<file path="src/rtl/counter_ctrl_pkg.sv">
// counter_ctrl shared definitions: state encoding,
// count width and KEY index constants.
package counter_ctrl_pkg;

    localparam int COUNT_W   = 10;

    localparam int KEY_START = 1;
    localparam int KEY_CLEAR = 2;
    localparam int KEY_LOAD  = 3;

    typedef enum logic [1:0] {
        IDLE  = 2'd0,
        RUN   = 2'd1,
        PAUSE = 2'd2,
        DONE  = 2'd3
    } state_t;

endpackage

</file>
<file path="src/rtl/counter_ctrl_key_press.sv">
// key_press: synchronizes one active-low key and emits a registered press pulse.
// Optional debounce filter enabled by COUNTER_CTRL_DEBOUNCE_EN.
module key_press #(
    parameter int unsigned DEBOUNCE_CYCLES = 16
) (
    input  logic CLOCK_50,
    input  logic Reset,
    input  logic key_n,
    output logic press
);

    logic sync1;
    logic sync2;
    logic level;
    logic level_q;

    // two-flop synchronizer, released (high) after reset
    always_ff @(posedge CLOCK_50) begin
        if (Reset) begin
            sync1 <= 1'b1;
            sync2 <= 1'b1;
        end else begin
            sync1 <= key_n;
            sync2 <= sync1;
        end
    end

`ifdef COUNTER_CTRL_DEBOUNCE_EN
    localparam int unsigned DW = $clog2(DEBOUNCE_CYCLES + 1);

    logic [DW-1:0] run_len;
    logic          deb;

    // level follows sync2 only after DEBOUNCE_CYCLES differing samples in a row
    always_ff @(posedge CLOCK_50) begin
        if (Reset) begin
            deb     <= 1'b1;
            run_len <= '0;
        end else if (sync2 == deb) begin
            run_len <= '0;
        end else if (run_len == DW'(DEBOUNCE_CYCLES - 1)) begin
            deb     <= sync2;
            run_len <= '0;
        end else begin
            run_len <= run_len + 1'b1;
        end
    end

    assign level = deb;
`else
    assign level = sync2;
`endif

    // falling edge of the filtered level becomes a one-cycle pulse
    always_ff @(posedge CLOCK_50) begin
        if (Reset) begin
            level_q <= 1'b1;
            press   <= 1'b0;
        end else begin
            level_q <= level;
            press   <= level_q & ~level;
        end
    end

endmodule

</file>
<file path="src/rtl/counter_ctrl.sv">
// counter_ctrl: key-driven start/pause/clear/load sequencer for a prescaled
// 10-bit counter. Define COUNTER_CTRL_DEBOUNCE_EN to debounce the keys.
module counter_ctrl
    import counter_ctrl_pkg::*;
#(
    parameter int unsigned PRESCALE        = 5_000_000,
    parameter int unsigned DEBOUNCE_CYCLES = 16
) (
    input  logic               CLOCK_50,
    input  logic               Reset,
    input  logic [3:1]         KEY,
    input  logic [COUNT_W-1:0] SW,
    output logic [COUNT_W-1:0] LEDR,
    output logic               done
);

    localparam int unsigned PW = $clog2(PRESCALE);
    localparam logic [PW-1:0] PRESC_LAST = PW'(PRESCALE - 1);

    logic start_p;
    logic clear_p;
    logic load_p;

    state_t             state;
    state_t             state_n;
    logic [COUNT_W-1:0] count;
    logic [COUNT_W-1:0] count_n;
    logic [COUNT_W-1:0] count_inc;
    logic [COUNT_W-1:0] limit;
    logic [COUNT_W-1:0] limit_n;
    logic [PW-1:0]      presc;
    logic [PW-1:0]      presc_n;
    logic               tick;

    key_press #(.DEBOUNCE_CYCLES(DEBOUNCE_CYCLES)) u_start (
        .CLOCK_50 (CLOCK_50),
        .Reset    (Reset),
        .key_n    (KEY[KEY_START]),
        .press    (start_p)
    );

    key_press #(.DEBOUNCE_CYCLES(DEBOUNCE_CYCLES)) u_clear (
        .CLOCK_50 (CLOCK_50),
        .Reset    (Reset),
        .key_n    (KEY[KEY_CLEAR]),
        .press    (clear_p)
    );

    key_press #(.DEBOUNCE_CYCLES(DEBOUNCE_CYCLES)) u_load (
        .CLOCK_50 (CLOCK_50),
        .Reset    (Reset),
        .key_n    (KEY[KEY_LOAD]),
        .press    (load_p)
    );

    assign tick      = (state == RUN) && (presc == PRESC_LAST);
    assign count_inc = count + 1'b1;

    // state, count, limit and prescaler registers
    always_ff @(posedge CLOCK_50) begin
        if (Reset) begin
            state <= IDLE;
            count <= '0;
            limit <= '0;
            presc <= '0;
        end else begin
            state <= state_n;
            count <= count_n;
            limit <= limit_n;
            presc <= presc_n;
        end
    end

    // next state: clear beats start beats load; commands swallow a same-cycle tick
    always_comb begin
        state_n = state;
        count_n = count;
        limit_n = limit;
        presc_n = presc;

        if (state == RUN) begin
            presc_n = tick ? '0 : presc + 1'b1;
        end else if (state != PAUSE) begin
            presc_n = '0;
        end

        if (clear_p) begin
            state_n = IDLE;
            count_n = '0;
            presc_n = '0;
        end else if (start_p) begin
            unique case (state)
                IDLE:  state_n = RUN;
                RUN:   state_n = PAUSE;
                PAUSE: state_n = RUN;
                DONE: begin
                    state_n = RUN;
                    count_n = '0;
                    presc_n = '0;
                end
            endcase
        end else begin
            if (load_p && (state == IDLE || state == PAUSE)) begin
                limit_n = SW;
            end
            if (tick) begin
                if (limit != '0 && count_inc == limit) begin
                    count_n = limit;
                    state_n = DONE;
                end else begin
                    count_n = count_inc;
                end
            end
        end
    end

    assign LEDR = count;
    assign done = (state == DONE);

endmodule

</file>
<file path="config.mk">
export PLATFORM = sky130hd
export DESIGN_NAME = counter_ctrl
export DESIGN_NICKNAME = d
export VERILOG_FILES = /design/src/rtl/counter_ctrl_pkg.sv /design/src/rtl/counter_ctrl_key_press.sv /design/src/rtl/counter_ctrl.sv
export SDC_FILE = /design/constraint.sdc
export NUM_CORES = 1
export LEC_CHECK = 0
export ABC_AREA = 1
export BUFFER_PORTS_ARGS = -buffer_cell sky130_fd_sc_hd__buf_2
export CAP_MARGIN = 20
export CORE_MARGIN = 2
export CORE_UTILIZATION = 35
export DETAILED_ROUTE_END_ITERATION = 8
export PLACE_DENSITY_LB_ADDON = 0.05
export SYNTH_ARGS = -nofsm -noshare
export SYNTH_HDL_FRONTEND = slang
export SYNTH_SLANG_ARGS = --single-unit
</file>
<file path="constraint.sdc">
create_clock -name CLOCK_50 -period 4.3 [get_ports CLOCK_50]
set_input_delay 0.43 -clock CLOCK_50 [delete_from_list [all_inputs] [get_ports CLOCK_50]]
set_output_delay 0.43 -clock CLOCK_50 [all_outputs]
set_load 0.03 [all_outputs]
</file>
After elaboration in Yosys (flattened, before gate mapping)

Cells that the tools add are included.

Add/sub/neg operators: 2
Shift-type cells: 0
Eq/ne operators: 7
Order comparisons: 0
Bitwise gates (word level): 8
Reductions and logical operators: 13
Muxes and demuxes: 13
Multipliers: 0
Divide/modulo/power cells: 0

Operator list:

| cell                                                             | number |
|---|---|
| 23-bit two-way mux                                               | 5 |
| 10-bit two-way mux                                               | 4 |
| 23-bit by 1-bit adder with 23-bit output (second input constant) | 1 |
| 23-bit == test (second input constant)                           | 1 |
| 10-bit by 1-bit adder with 10-bit output (second input constant) | 1 |
| 10-bit == test                                                   | 1 |
| 10-bit nonzero test                                              | 1 |
| 2-bit two-way mux                                                | 3 |
| 1-bit NOT                                                        | 5 |
| 2-bit == test (second input constant)                            | 2 |
| 2-bit != test (second input constant)                            | 2 |
| 2-bit one-hot mux with 2 select lines                            | 1 |
| 2-bit AND reduction                                              | 2 |
| 2-bit nonzero test                                               | 2 |
| 1-bit AND                                                        | 3 |
| 1-bit logical AND                                                | 3 |
| 3-bit AND reduction                                              | 1 |
| 3-bit OR reduction                                               | 1 |
| 2-bit by 1-bit == test with 1-bit output (second input constant) | 1 |
| 2-bit zero test                                                  | 1 |
| 2-bit OR reduction                                               | 1 |
| 1-bit logical OR                                                 | 1 |

Output and inout port bits: 11
Memories kept: 0
RAM bits: 0
Bits in latches: 0
Word-level logic and storage cells: 59
Input bits: 15
Bits in read-only memories: 0
Register bits: 57

Longest topological paths before layout

Gate-level depths: netlist (run 1).

Word-level depth: 6
Mapped depth: 14
Mapped depth without buffers: 14

By module

A second synthesis (run 1) with hierarchy kept.

Cell total of the unflattened synthesis: 461
Area total of the unflattened synthesis: 3093.0 um^2

By module, submodules not included:

| module       | sequential area each (um^2) | area an instance (um^2) | cells an instance | times used |
|---|---|---|---|---|
| counter_ctrl | 900.9                       | 2762.6                  | 431               | 1 |
| key_press    | 80.1                        | 110.1                   | 10                | 3 |

Least setup slack after synthesis (run 1)

Ideal clock, no wire load.

Kind: register -> register
Start point: reg count[0], in the netlist LEDR[0]
End point: reg state[1]
Slack: 2583 ps
Clock period less this slack: 1717 ps
Setup time: 56 ps
Data arrival time: 1661 ps
Stages on the path, launching flop included: 14
Path buffers: 0
Path through: dfxtp_1 > ha_1 > nand2_1 > nor2_4 > nand3_1 > nand2_1 > nand2_1 > nand2_1 > nand2_1 > nor2_1 > nand3_1 > nand3_1 > nand2_1 > inv_1

Word-level cells in the longest chain between the ends: 5

Ends and longest elaborated chain:

| item                                     | line                | text |
|---|---|---|
| start, declared                          | counter_ctrl.sv:26  | `logic [COUNT_W-1:0] count;` |
| start signal, assigned                   | counter_ctrl.sv:68  | `count <= count_n;` |
| 10-bit by 1-bit adder with 10-bit output | counter_ctrl.sv:57  | `assign count_inc = count + 1'b1;` |
| 10-bit == test                           | counter_ctrl.sv:107 | `if (limit != '0 && count_inc == limit) begin` |
| 1-bit logical AND                        | counter_ctrl.sv:107 |  |
| 2-bit nonzero test (no source line)      | -                   |  |
| 2-bit AND reduction (no source line)     | -                   |  |
| end signal, assigned                     | counter_ctrl.sv:67  | `state <= state_n;` |
| end, declared                            | counter_ctrl.sv:24  | `state_t state;` |

No other way between the ends.
A chain may end at the register's enable or synchronous reset.

Worst setup path in the final report (run 1)

Start point: reg presc[0]
End point: reg presc[11]

Word-level cells in the longest chain between the ends: 6
Elaborated cells on any way between the ends: 7

Ends and longest elaborated chain:

| item                                                                             | line               | text |
|---|---|---|
| start, declared                                                                  | counter_ctrl.sv:31 | `logic [PW-1:0] presc;` |
| start signal, assigned                                                           | counter_ctrl.sv:70 | `presc <= presc_n;` |
| branches (longest 2 deep; another with 23-bit by 1-bit adder with 23-bit output) | -                  |  |
| 23-bit two-way mux (*)                                                           | counter_ctrl.sv:82 | `presc_n = tick ? '0 : presc + 1'b1;` |
| 23-bit two-way mux (*)                                                           | counter_ctrl.sv:81 | `if (state == RUN) begin` |
| 23-bit two-way mux                                                               | counter_ctrl.sv:92 | `unique case (state)` |
| 23-bit two-way mux (*)                                                           | counter_ctrl.sv:91 | `end else if (start_p) begin` |

Mark *: on every way between the ends.

==> flow_summary_export.csv, run 1 <==
group,metric,value,unit
power_and_ir_drop,p_switching,0.2596,mW
logic_synthesis,synth-simple-area-share,0.3998,
sta,layout_setup_ws,2.355,ns
finish,layout-drive-gt1-share,0.1640,
cts,cts_resized,0,
logic_synthesis,synth_edf_count,0,
sta,fin_skew,0.01803,ns
logic_synthesis,synth_warnings,0,
floorplan,dieArea,9732,sq um
sta,fmax,514.2,MHz
power_and_ir_drop,power_leakage,1.417,nW
floorplan,core_area,8721,sq um
logic_synthesis,yosys.cell_types.count,37,
critical_path,worstPathRequired,4.48,ns
sta,period_share,0.4523,
global_route,grt_pass1_wl,14.19,mm
finish,area_growth,13.61,%
floorplan,die_height,98.65,um
cts,insertion_delay,0.34,ns
detailed_routing,ant_nets,0,
floorplan,start_util,0.3595,
sta,slew_viol_final,0,
finish,fin_area,3562,sq um
logic_synthesis,synthAdderAreaFrac,0.007981,
logic_synthesis,synthTopCellsByArea,"dfxtp_1, nand2_1, nand3_1, inv_1, a21oi_1",
logic_synthesis,ys_ff_latch,57,
global_route,gr-total-overflow,0,
finish,layout_common_cells,"nand2_1, nand3_1, inv_1",
global_route,grt_usage,0.1813,
critical_path,rr_worst_depth,10,
sta,tightestPinTransition,1.048,ns
critical_path,cp-startpoint,"presc[0]$_SDFF_PP0_",
detailed_routing,wl,8.345,mm
detailed_routing,routedWlPerCell,13.73,um
placed_design,gp_congestion,0.8130,
detailed_routing,num_vias,3073,
logic_synthesis,synthDominantCellAreaShare,0.3639,
power_and_ir_drop,internal_power,0.8931,mW
detailed_routing,drt-initial-drc-count,172,
placed_design,dp_hpwl,6.115,mm
power_and_ir_drop,pwr-share-seq,0.469,
logic_synthesis,syn_nets,487,
cts,clk_pin_slew,0.07,ns
placed_design,place_ws,2.359,ns
global_route,grt_max_degree,32,
outcome,status,"complete, no violations",
power_and_ir_drop,pwr-share-clk,0.492,
logic_synthesis,synth_top_family_by_area,"simple AND/OR/NAND/NOR gates",
critical_path,crit_end,"presc[11]$_SDFF_PP0_",
cts,cts_setup_buffers,0,
cts,cts_root_buffer,"clkbuf_8",
logic_synthesis,synthMuxAreaShare,0,
logic_synthesis,synth_compound_area_frac,0.1201,
critical_path,critical_path_arrival,2.12,ns
cts,clock-sinks,57,
cts,cts_buffer_depth,2,
logic_synthesis,synthFlopType,"dfxtp_1",
placed_design,io_buffers,25,
cts,cts_tree,"yes",
cts,cts_hold_buf,0,
finish,n_antenna_cell,0,
finish,final_nets,512,
sta,tns,0,ns
hold_path,hold_path_class,"in -> reg",
logic_synthesis,syn_inst,470,
floorplan,std_cell_rows,34,
sta,slew_headroom,0.3002,
critical_path,slowest_stage,"dfxtp_1",
cts,numCtsBuffers,9,
power_and_ir_drop,ir_drop,0.2348,mV
floorplan,io_pins,26,
critical_path,cp_max_fo,15,
job,max_cap_violations,0,
sta,rsz0062_at_grt,"false",
critical_path,path_common_cell,"nor2_4",
critical_path,crit_path_max_incr_delay,0.37,ns
logic_synthesis,ys_seq_area_frac,0.3639,
critical_path,timing.rr.start,"presc[0]$_SDFF_PP0_",
cts,htreeDepth,3,
detailed_routing,avgViaCountPerCell,5.054,
sta,setup_viol,0,
detailed_routing,drt_first_pass_iters,4,
finish,final_common_cell,"nand2_1",
floorplan,die_width,98.65,um
finish,num-fill-cells,941,
logic_synthesis,async_flop_share,0,
power_and_ir_drop,p_sw_frac,0.2252,
sta,hold_viol_final,0,
detailed_routing,drc,0,
critical_path,r2r_slack,2.36,ns
power_and_ir_drop,combPwrFrac,0.039,
sta,min_period,1.945,ns
critical_path,cp-end-kind,"flip-flop",
sta,hold_ws,0.2679,ns
global_route,antenna_found_initial,0,
critical_path,timing.rr.end,"presc[11]$_SDFF_PP0_",
critical_path,crit_type,"reg -> reg",
logic_synthesis,syn_avg_cell_area,6.671,sq um
logic_synthesis,synth_xor_area_frac,0.008380,
logic_synthesis,synth_top_area_cell,"dfxtp_1",
logic_synthesis,synth_area,3136,sq um
critical_path,start_kind,"flip-flop",
placed_design,dpl_cell_area,3342,sq um
critical_path,crit_chain,"ha_1 > nand2_2 > nor2_2 > inv_2 > nor2_4 > nand4_2 > nor2_4 > nor2_4 > a31oi_1 > nor2_1",
global_route,first_global_vias,2890,
power_and_ir_drop,power.density,323.6,nW/um^2
through the flow:
| step | instances | utilization | power [mW] |
|---|---|---|---|
| finish | 608 | 0.4085 | 1.153 |
| global route | 608 | 0.4085 | 1.202 |
| CTS | 608 | 0.4085 | 1.167 |
| detailed placement | 592 | 0.3832 | 0.5987 |
| global placement | 592 | 0.3832 | 0.5980 |
| floorplan | 470 | - | 0.5823 |
metal layers:
metal  up-vias  routed length, um  track usage  share of wire
met5         -                  0            0              0
met4         0                 81      0.06744         0.0097
met3         7                372      0.03475          0.045
met2        59               3549       0.2684           0.43
met1      1411               4341       0.2620           0.52
li1       1596                  -            -              -
final cells by class:
class,instances,area (sq um),area share
sequential,57,1141,0.3203
timing repair buffer,26,132.6,0.03723
multi-input combinational,334,1682,0.4721
inverter,67,251.5,0.07060
clock inverter,5,78.83,0.02213
clock buffer,11,141.4,0.03969
tap,108,135.1,0.03793
how the worst min path moves through the flow:
stage / from / endpoint / slack (ns) / depth (start not counted)
floorplan: u_clear.sync1$_SDFF_PP1_ / u_clear.level$_SDFF_PP1_ / 0.39 / 1
global placement: u_load.level_q$_SDFF_PP1_ / u_load.press$_SDFF_PP0_ / 0.39 / 2
detailed placement: u_start.sync1$_SDFF_PP1_ / u_start.level$_SDFF_PP1_ / 0.40 / 1
CTS: KEY[3] / u_load.sync1$_SDFF_PP1_ / 0.26 / 2
global route: KEY[3] / u_load.sync1$_SDFF_PP1_ / 0.25 / 2
finish: KEY[3] / u_load.sync1$_SDFF_PP1_ / 0.27 / 2
state kept, by name, indices dropped and copies added, names as in the netlist:
signal,count
u_start.level_q,1
state,2
u_start.press,1
LEDR,10
u_start.level,1
u_load.sync1,1
presc,23
u_clear.sync1,1
u_start.sync1,1
u_clear.level,1
u_load.press,1
limit,10
u_clear.level_q,1
u_load.level,1
u_clear.press,1
u_load.level_q,1
power groups by stage:
stage | Combinational (mW) | Clock [mW] | Sequential, mW
finish | 0.0451 | 0.567 | 0.541
global route | 0.0527 | 0.608 | 0.541
CTS | 0.0460 | 0.581 | 0.541
detailed placement | 0.0460 | 0 | 0.553
global placement | 0.0453 | 0 | 0.553
floorplan | 0.0309 | 0 | 0.551
critical path, delay by kind of cell, from the launching register on:
kind / cells / cell delay [ns]
compound gates: 1 / 0.16
fa+ha+maj: 1 / 0.19
buf+inv: 1 / 0.10
flops: 1 / 0.37
simple gates: 7 / 0.96
synthesized netlist by cell type (2+ instances only):
library cell	n
or2_2	10
nand2_1	99
a22oi_1	2
clkbuf_1	8
inv_1	58
dfxtp_1	57
nor3_2	2
ha_1	2
buf_6	2
o21ai_1	4
nor2_2	4
nor3_1	11
o21ai_0	18
nand2_2	5
nor2_1	35
nand4_1	13
inv_2	9
nor4_1	4
nand3_1	62
a21oi_1	40
xor2_1	3
nor2_4	7
cells by family (layout without fill, tap and decap cells):
| family | after synthesis | after routing |
|---|---|---|
| simple gates | 258 | 258 |
| buf+inv | 79 | 109 |
| compound gates | 71 | 71 |
| flops | 57 | 57 |
| xor+xnor | 3 | 3 |
| fa+ha+maj | 2 | 2 |
Power figures use the tool's default switching activity.
==> inputs of run 2 (changes only) <==
ABC_AREA = 0   (was 1)
clock period = 1.6 ns   (was 4.3 ns; I/O delays follow)
==> run 2 against run 1 <==
Largest cell class unchanged. Die area fell by 10%. The flow now finishes with violations (negative setup slack). Non-clock buffer count rose by 97. Final cell count fell by 6.1%. Clock skew fell by 0.0074 ns. Combinational power rose to 4.2 times the previous value. Fmax fell by 13%. Hold slack got worse by 0.22 ns. Flip-flop and latch count did not move.
==> flow_summary_export.csv, run 2 <==
group,metric,value,unit
critical_path,timing.rr.start,"presc[20]$_SDFF_PP0_",
logic_synthesis,ys_seq_area_frac,0.4084,
outcome,violations,"negative setup slack",
hold_path,min_to,"limit[8]$_SDFFE_PP0P_",
cts,numCtsBuffers,9,
finish,final_cells,571,
floorplan,core_area,7727,sq um
placed_design,gp_congestion,0.7920,
finish,num-fill-cells,729,
logic_synthesis,synth.most_common_cell,"dfxtp_1",
critical_path,crit_type,"reg -> reg",
power_and_ir_drop,p_switching,0.7763,mW
logic_synthesis,synthFlopType,"dfxtp_1",
sta,slew_viol_final,0,
logic_synthesis,ys_ff_latch,57,
logic_synthesis,synth_area,2794,sq um
detailed_routing,num_vias,2959,
detailed_routing,ant_nets,0,
global_route,grt_max_degree,23,
hold_path,min_path_cells,3,
outcome,status,"finished, violations left",
finish,area_growth,53.38,%
floorplan,die_height,93.35,um
power_and_ir_drop,pwr-share-seq,0.461,
hold_path,hold_path_class,"in -> reg",
floorplan,std_cell_rows,32,
critical_path,worstPathRequired,1.87,ns
finish,layout_common_cells,"buf_4, dfxtp_1, nand2_1",
logic_synthesis,async_flop_share,0,
floorplan,io_pins,26,
sta,period_share,1.405,
detailed_routing,drt-initial-drc-count,122,
sta,fmax,444.9,MHz
placed_design,dp_cells,542,
detailed_routing,avgViaCountPerCell,5.182,
logic_synthesis,synth_warnings,0,
power_and_ir_drop,power.density,730.4,nW/um^2
power_and_ir_drop,combPwrFrac,0.060,
sta,hold_viol_final,0,
finish,largest_reg_flops,23,
logic_synthesis,syn_avg_cell_area,8.075,sq um
critical_path,cp_max_fo,3,
finish,layout-drive-gt1-share,0.4264,
logic_synthesis,synth_common_cells,"dfxtp_1, nand2_1, a21oi_1, nor2_1, o21ai_0",
logic_synthesis,synthTopCellsByArea,"dfxtp_1, nand2_1, a21oi_1, nor2_1, a311oi_1",
sta,fin_skew,0.01059,ns
power_and_ir_drop,power,3.130,mW
finish,final-seq-area,1155,sq um
logic_synthesis,synth_edf_count,0,
power_and_ir_drop,p_sw_frac,0.2480,
cts,cts_root_buffer,"clkbuf_8",
logic_synthesis,synth_top_area_cell,"dfxtp_1",
hold_path,hold_path.startpoint,"SW[8]",
finish,top_register,"presc",
logic_synthesis,syn_inst,346,
logic_synthesis,syn_nets,363,
detailed_routing,drc,0,
placed_design,place_ws,-0.6597,ns
power_and_ir_drop,internal_power,2.354,mW
finish,final_nets,481,
sta,tightestPinTransition,0.4496,ns
finish,final_common_cell,"buf_4",
critical_path,timing.rr.end,"LEDR[8]$_SDFFE_PP0P_",
cts,clk_pin_slew,0.08,ns
cts,clock-sinks,57,
sta,rsz0062_at_grt,"true",
global_route,antenna_found_initial,0,
power_and_ir_drop,pwr-share-clk,0.479,
job,max_cap_violations,0,
floorplan,dieArea,8713,sq um
sta,slew_headroom,0.6996,
detailed_routing,drt_first_pass_iters,4,
critical_path,start_kind,"flip-flop",
finish,n_antenna_cell,0,
finish,post-route-util,0.5546,
global_route,grt_usage,0.1986,
finish,multi_input_area,1814,sq um
critical_path,r2r_slack,-0.65,ns
placed_design,io_buffers,25,
detailed_routing,routedWlPerCell,14.42,um
power_and_ir_drop,ir_drop,0.5349,mV
sta,layout_setup_ws,-0.6475,ns
floorplan,die_width,93.35,um
detailed_routing,wl,8.234,mm
critical_path,cp-end-kind,"flip-flop",
logic_synthesis,synthDominantCellAreaShare,0.4084,
floorplan,start_util,0.3616,
power_and_ir_drop,power_leakage,1.747,nW
sta,min_period,2.248,ns
global_route,grt_pass1_wl,13.58,mm
cts,cts_buffer_depth,2,
global_route,gr-total-overflow,0,
logic_synthesis,yosys.cell_types.count,50,
placed_design,dp_hpwl,5.542,mm
critical_path,rr_worst_depth,5,
critical_path,critical_path_arrival,2.52,ns
cts,htreeDepth,3,
cts,cts_tree,"yes",
global_route,first_global_vias,2823,
placed_design,dpl_cell_area,3711,sq um
sta,setup_viol,33,
cts,insertion_delay,0.34,ns
finish,fin_area,4285,sq um
-- run 2: cell count changes in the layout (fill, tap and decap cells not counted), moves of 9 or more --
cell / change
a21oi_1: -19
nand3_1: -46
o21ai_0: -11
a311oi_1: +12
inv_2: -9
inv_1: -52
buf_4: +86
and3_1: +11
nand2_1: -56
nand4_1: -9
-- run 2: critical path, stage by stage (launching register included) --
cell and delay, ns:
dfxtp_2 0.32, or4b_4 0.53, or3_4 0.35, or3_4 0.34, or4b_4 0.49, a21oi_2 0.15
-- run 2: worst max-delay path by stage --
stage | cells past startpoint | slack [ns] | to | startpoint
3_3_place_gp | 5 | -0.63 | LEDR[6]$_SDFFE_PP0P_ | presc[20]$_SDFF_PP0_
5_1_grt | 5 | -0.71 | LEDR[8]$_SDFFE_PP0P_ | presc[20]$_SDFF_PP0_
2_1_floorplan | 5 | -0.59 | LEDR[6]$_SDFFE_PP0P_ | presc[20]$_SDFF_PP0_
3_5_place_dp | 5 | -0.66 | LEDR[9]$_SDFFE_PP0P_ | presc[20]$_SDFF_PP0_
4_1_cts | 6 | -0.61 | LEDR[3]$_SDFFE_PP0P_ | presc[20]$_SDFF_PP0_
6_report | 5 | -0.65 | LEDR[8]$_SDFFE_PP0P_ | presc[20]$_SDFF_PP0_
-- run 2: metal layers --
metal | GRT usage | wire length, um
met1 | 0.2884 | 4250
met2 | 0.2974 | 3578
met3 | 0.03384 | 321
met4 | 0.06618 | 83
met5 | 0 | 0
-- run 2: cells by family after synthesis --
kind of cell / after synthesis / share of synthesized area
simple gates: 162 / 0.3068
compound gates: 89 / 0.2015
flops: 57 / 0.4084
buf+inv: 23 / 0.03359
xor+xnor: 13 / 0.04075
fa+ha+maj: 2 / 0.008955
-- run 2: layout make-up --
cell class | instances | share of cell area
multi-input cells | 267 | 0.4234
clock inverters | 6 | 0.01693
repair buffers | 123 | 0.2204
flip-flops and latches | 57 | 0.2695
well taps | 102 | 0.02978
inverters | 6 | 0.005255
clock buffers | 10 | 0.03474
-- run 2: power groups by stage --
stage | sequential, mW | combinational [mW] | clock [mW]
after floorplan | 1.47 | 0.0888 | 0
after global placement | 1.47 | 0.153 | 0
after detailed placement | 1.48 | 0.155 | 0
after CTS | 1.44 | 0.181 | 1.53
after global routing | 1.44 | 0.206 | 1.61
final | 1.44 | 0.188 | 1.50
-- run 2: timing repair --
| action | in CTS | in global routing |
|---|---|---|
| gates cloned | 3 | 0 |
| gates resized for setup | 21 | 27 |
| hold buffers | 3 | 0 |
| setup buffers | 7 | 0 |
| endpoints found under the hold margin | 3 | 0 |
| pin swaps | 10 | 7 |
| endpoints found under the setup margin | 33 | 33 |
-- run 2: stage by stage --
stage          hold WS [ns]  TNS (ns)
3_3_place_gp         0.3444    -16.93
4_1_cts             0.04135    -17.30
3_5_place_dp         0.3467    -17.48
5_1_grt             0.04311    -19.74
2_1_floorplan        0.2638    -13.70
6_report            0.05013    -17.61
==> inputs of run 3 (changes only) <==
clock period = 2.8 ns   (was 1.6 ns; I/O delays follow)
==> run 3 against run 2 <==
Via count fell by 13%. The flow now finishes without violations. Die area did not move. Critical endpoint is now presc[7]$_SDFF_PP0_. Clock-buffer cell count stayed put.
==> flow_summary_export.csv, run 3 (synthesized netlist as in run 2, its figures left out) <==
group,metric,value,unit
finish,layout-drive-gt1-share,0.1720,
global_route,gr-total-overflow,0,
sta,slew_viol_final,0,
critical_path,crit_chain,"ha_1 > and2_1 > nand4_1 > o21a_1 > and2_1 > a21oi_1 > a311oi_1",
critical_path,worstPathRequired,3.02,ns
sta,tightestPinTransition,0.7339,ns
cts,cts_resized,0,
floorplan,std_cell_rows,32,
power_and_ir_drop,ir_drop,0.2758,mV
critical_path,start_kind,"flip-flop",
power_and_ir_drop,power_leakage,1.190,nW
cts,clk_pin_slew,0.07,ns
cts,clock-sinks,57,
floorplan,die_width,93.35,um
sta,setup_viol,0,
floorplan,die_height,93.35,um
finish,final_common_cell,"dfxtp_1",
power_and_ir_drop,p_switching,0.4015,mW
cts,insertion_delay,0.34,ns
detailed_routing,num_vias,2583,
power_and_ir_drop,p_sw_frac,0.2382,
sta,slew_headroom,0.5108,
global_route,antenna_found_initial,0,
finish,num-fill-cells,786,
critical_path,path_common_cell,"and2_1",
power_and_ir_drop,internal_power,1.284,mW
job,max_cap_violations,0,
floorplan,start_util,0.3616,
sta,period_share,0.8928,
finish,largest_reg_flops,23,
cts,numCtsBuffers,9,
placed_design,dpl_cell_area,3035,sq um
finish,area_growth,15.99,%
cts,cts_tree,"yes",
cts,cts_hold_buf,0,
detailed_routing,drt_first_pass_iters,4,
sta,fmax,400.0,MHz
critical_path,slowest_stage,"o21a_1",
global_route,grt_usage,0.1648,
floorplan,core_area,7727,sq um
placed_design,io_buffers,25,
sta,fin_skew,0.009425,ns
critical_path,cp-end-kind,"flip-flop",
power_and_ir_drop,pwr-share-seq,0.491,
detailed_routing,routedWlPerCell,13.88,um
critical_path,crit_type,"reg -> reg",
sta,hold_viol_final,0,
sta,tns,0,ns
power_and_ir_drop,power.density,520.2,nW/um^2
power_and_ir_drop,combPwrFrac,0.041,
global_route,grt_max_degree,23,
critical_path,cp_max_fo,22,
global_route,grt_pass1_wl,11.28,mm
cts,htreeDepth,3,
critical_path,crit_path_max_incr_delay,0.66,ns
finish,fin_area,3241,sq um
finish,final_nets,390,
outcome,status,"complete, no violations",
finish,layout_common_cells,"dfxtp_1, nand2_1, nor2_1, a21oi_1, buf_2",
critical_path,critical_path_arrival,2.72,ns
cts,cts_root_buffer,"clkbuf_8",
floorplan,io_pins,26,
sta,rsz0062_at_grt,"false",
detailed_routing,wl,6.663,mm
finish,top_register,"presc",
sta,hold_ws,0.1201,ns
finish,n_antenna_cell,0,
sta,min_period,2.500,ns
detailed_routing,avgViaCountPerCell,5.381,
detailed_routing,drt-initial-drc-count,89,
hold_path,hold_path_class,"in -> reg",
cts,cts_buffer_depth,2,
power_and_ir_drop,pwr-share-clk,0.468,
detailed_routing,ant_nets,0,
global_route,first_global_vias,2335,
floorplan,dieArea,8713,sq um
cts,cts_setup_buffers,0,
placed_design,gp_congestion,0.7552,
placed_design,dp_hpwl,4.579,mm
finish,post-route-util,0.4194,
detailed_routing,drc,0,
run 3: power by group through the flow:
stage / clock network [mW] / logic, mW / registers (mW)
after floorplan: 0 / 0.0457 / 0.844
after global placement: 0 / 0.0692 / 0.847
after detailed placement: 0 / 0.0689 / 0.847
after CTS: 0.810 / 0.0693 / 0.828
after global routing: 0.847 / 0.0776 / 0.829
final: 0.789 / 0.0685 / 0.828
run 3: final cells by class:
cell class / count / area, sq um / share of cell area
Clock inverter: 6 / 67.56 / 0.02085
Inverter: 6 / 22.52 / 0.006950
Clock buffer: 10 / 137.6 / 0.04247
Sequential cell: 57 / 1141 / 0.3521
Tap cell: 102 / 127.6 / 0.03938
Multi-Input combinational cell: 266 / 1559 / 0.4811
Timing Repair Buffer: 33 / 185.2 / 0.05714
run 3: stage by stage:
step                      power, mW  setup slack, ns  instances
after floorplan              0.8898           0.5524        346
after detailed placement     0.9161           0.3655        464
final                         1.686           0.3001        480
after global routing          1.754           0.1196        480
after global placement       0.9161           0.4294        464
after CTS                     1.708           0.3421        480
run 3: metal layers:
| layer | part of all wire | GRT usage | up-vias |
|---|---|---|---|
| li1 | - | - | 1319 |
| met2 | 0.41 | 0.2338 | 69 |
| met1 | 0.52 | 0.2387 | 1190 |
| met5 | 0 | 0 | - |
| met4 | 0.012 | 0.05147 | 0 |
| met3 | 0.054 | 0.04835 | 5 |
run 3: final timing paths:
kind / startpoint / to / slack, ns / cells after the start
worst max-delay path: presc[0]$_SDFF_PP0_ / presc[7]$_SDFF_PP0_ / 0.30 / 7
worst min-delay path: KEY[2] / u_clear.sync1$_SDFF_PP1_ / 0.12 / 2
worst max register to register: presc[0]$_SDFF_PP0_ / presc[7]$_SDFF_PP0_ / 0.30 / 7
worst min register to register: u_load.level_q$_SDFF_PP1_ / u_load.press$_SDFF_PP0_ / 0.41 / 2
run 3: worst max-delay path: cells and delay by family (launching register included):
kind	cells	cell delay, ns
adders and majority gates	1	0.27
DFF	1	0.34
AOI/OAI and AO/OA	3	1.04
and+or+nand+nor	3	0.73
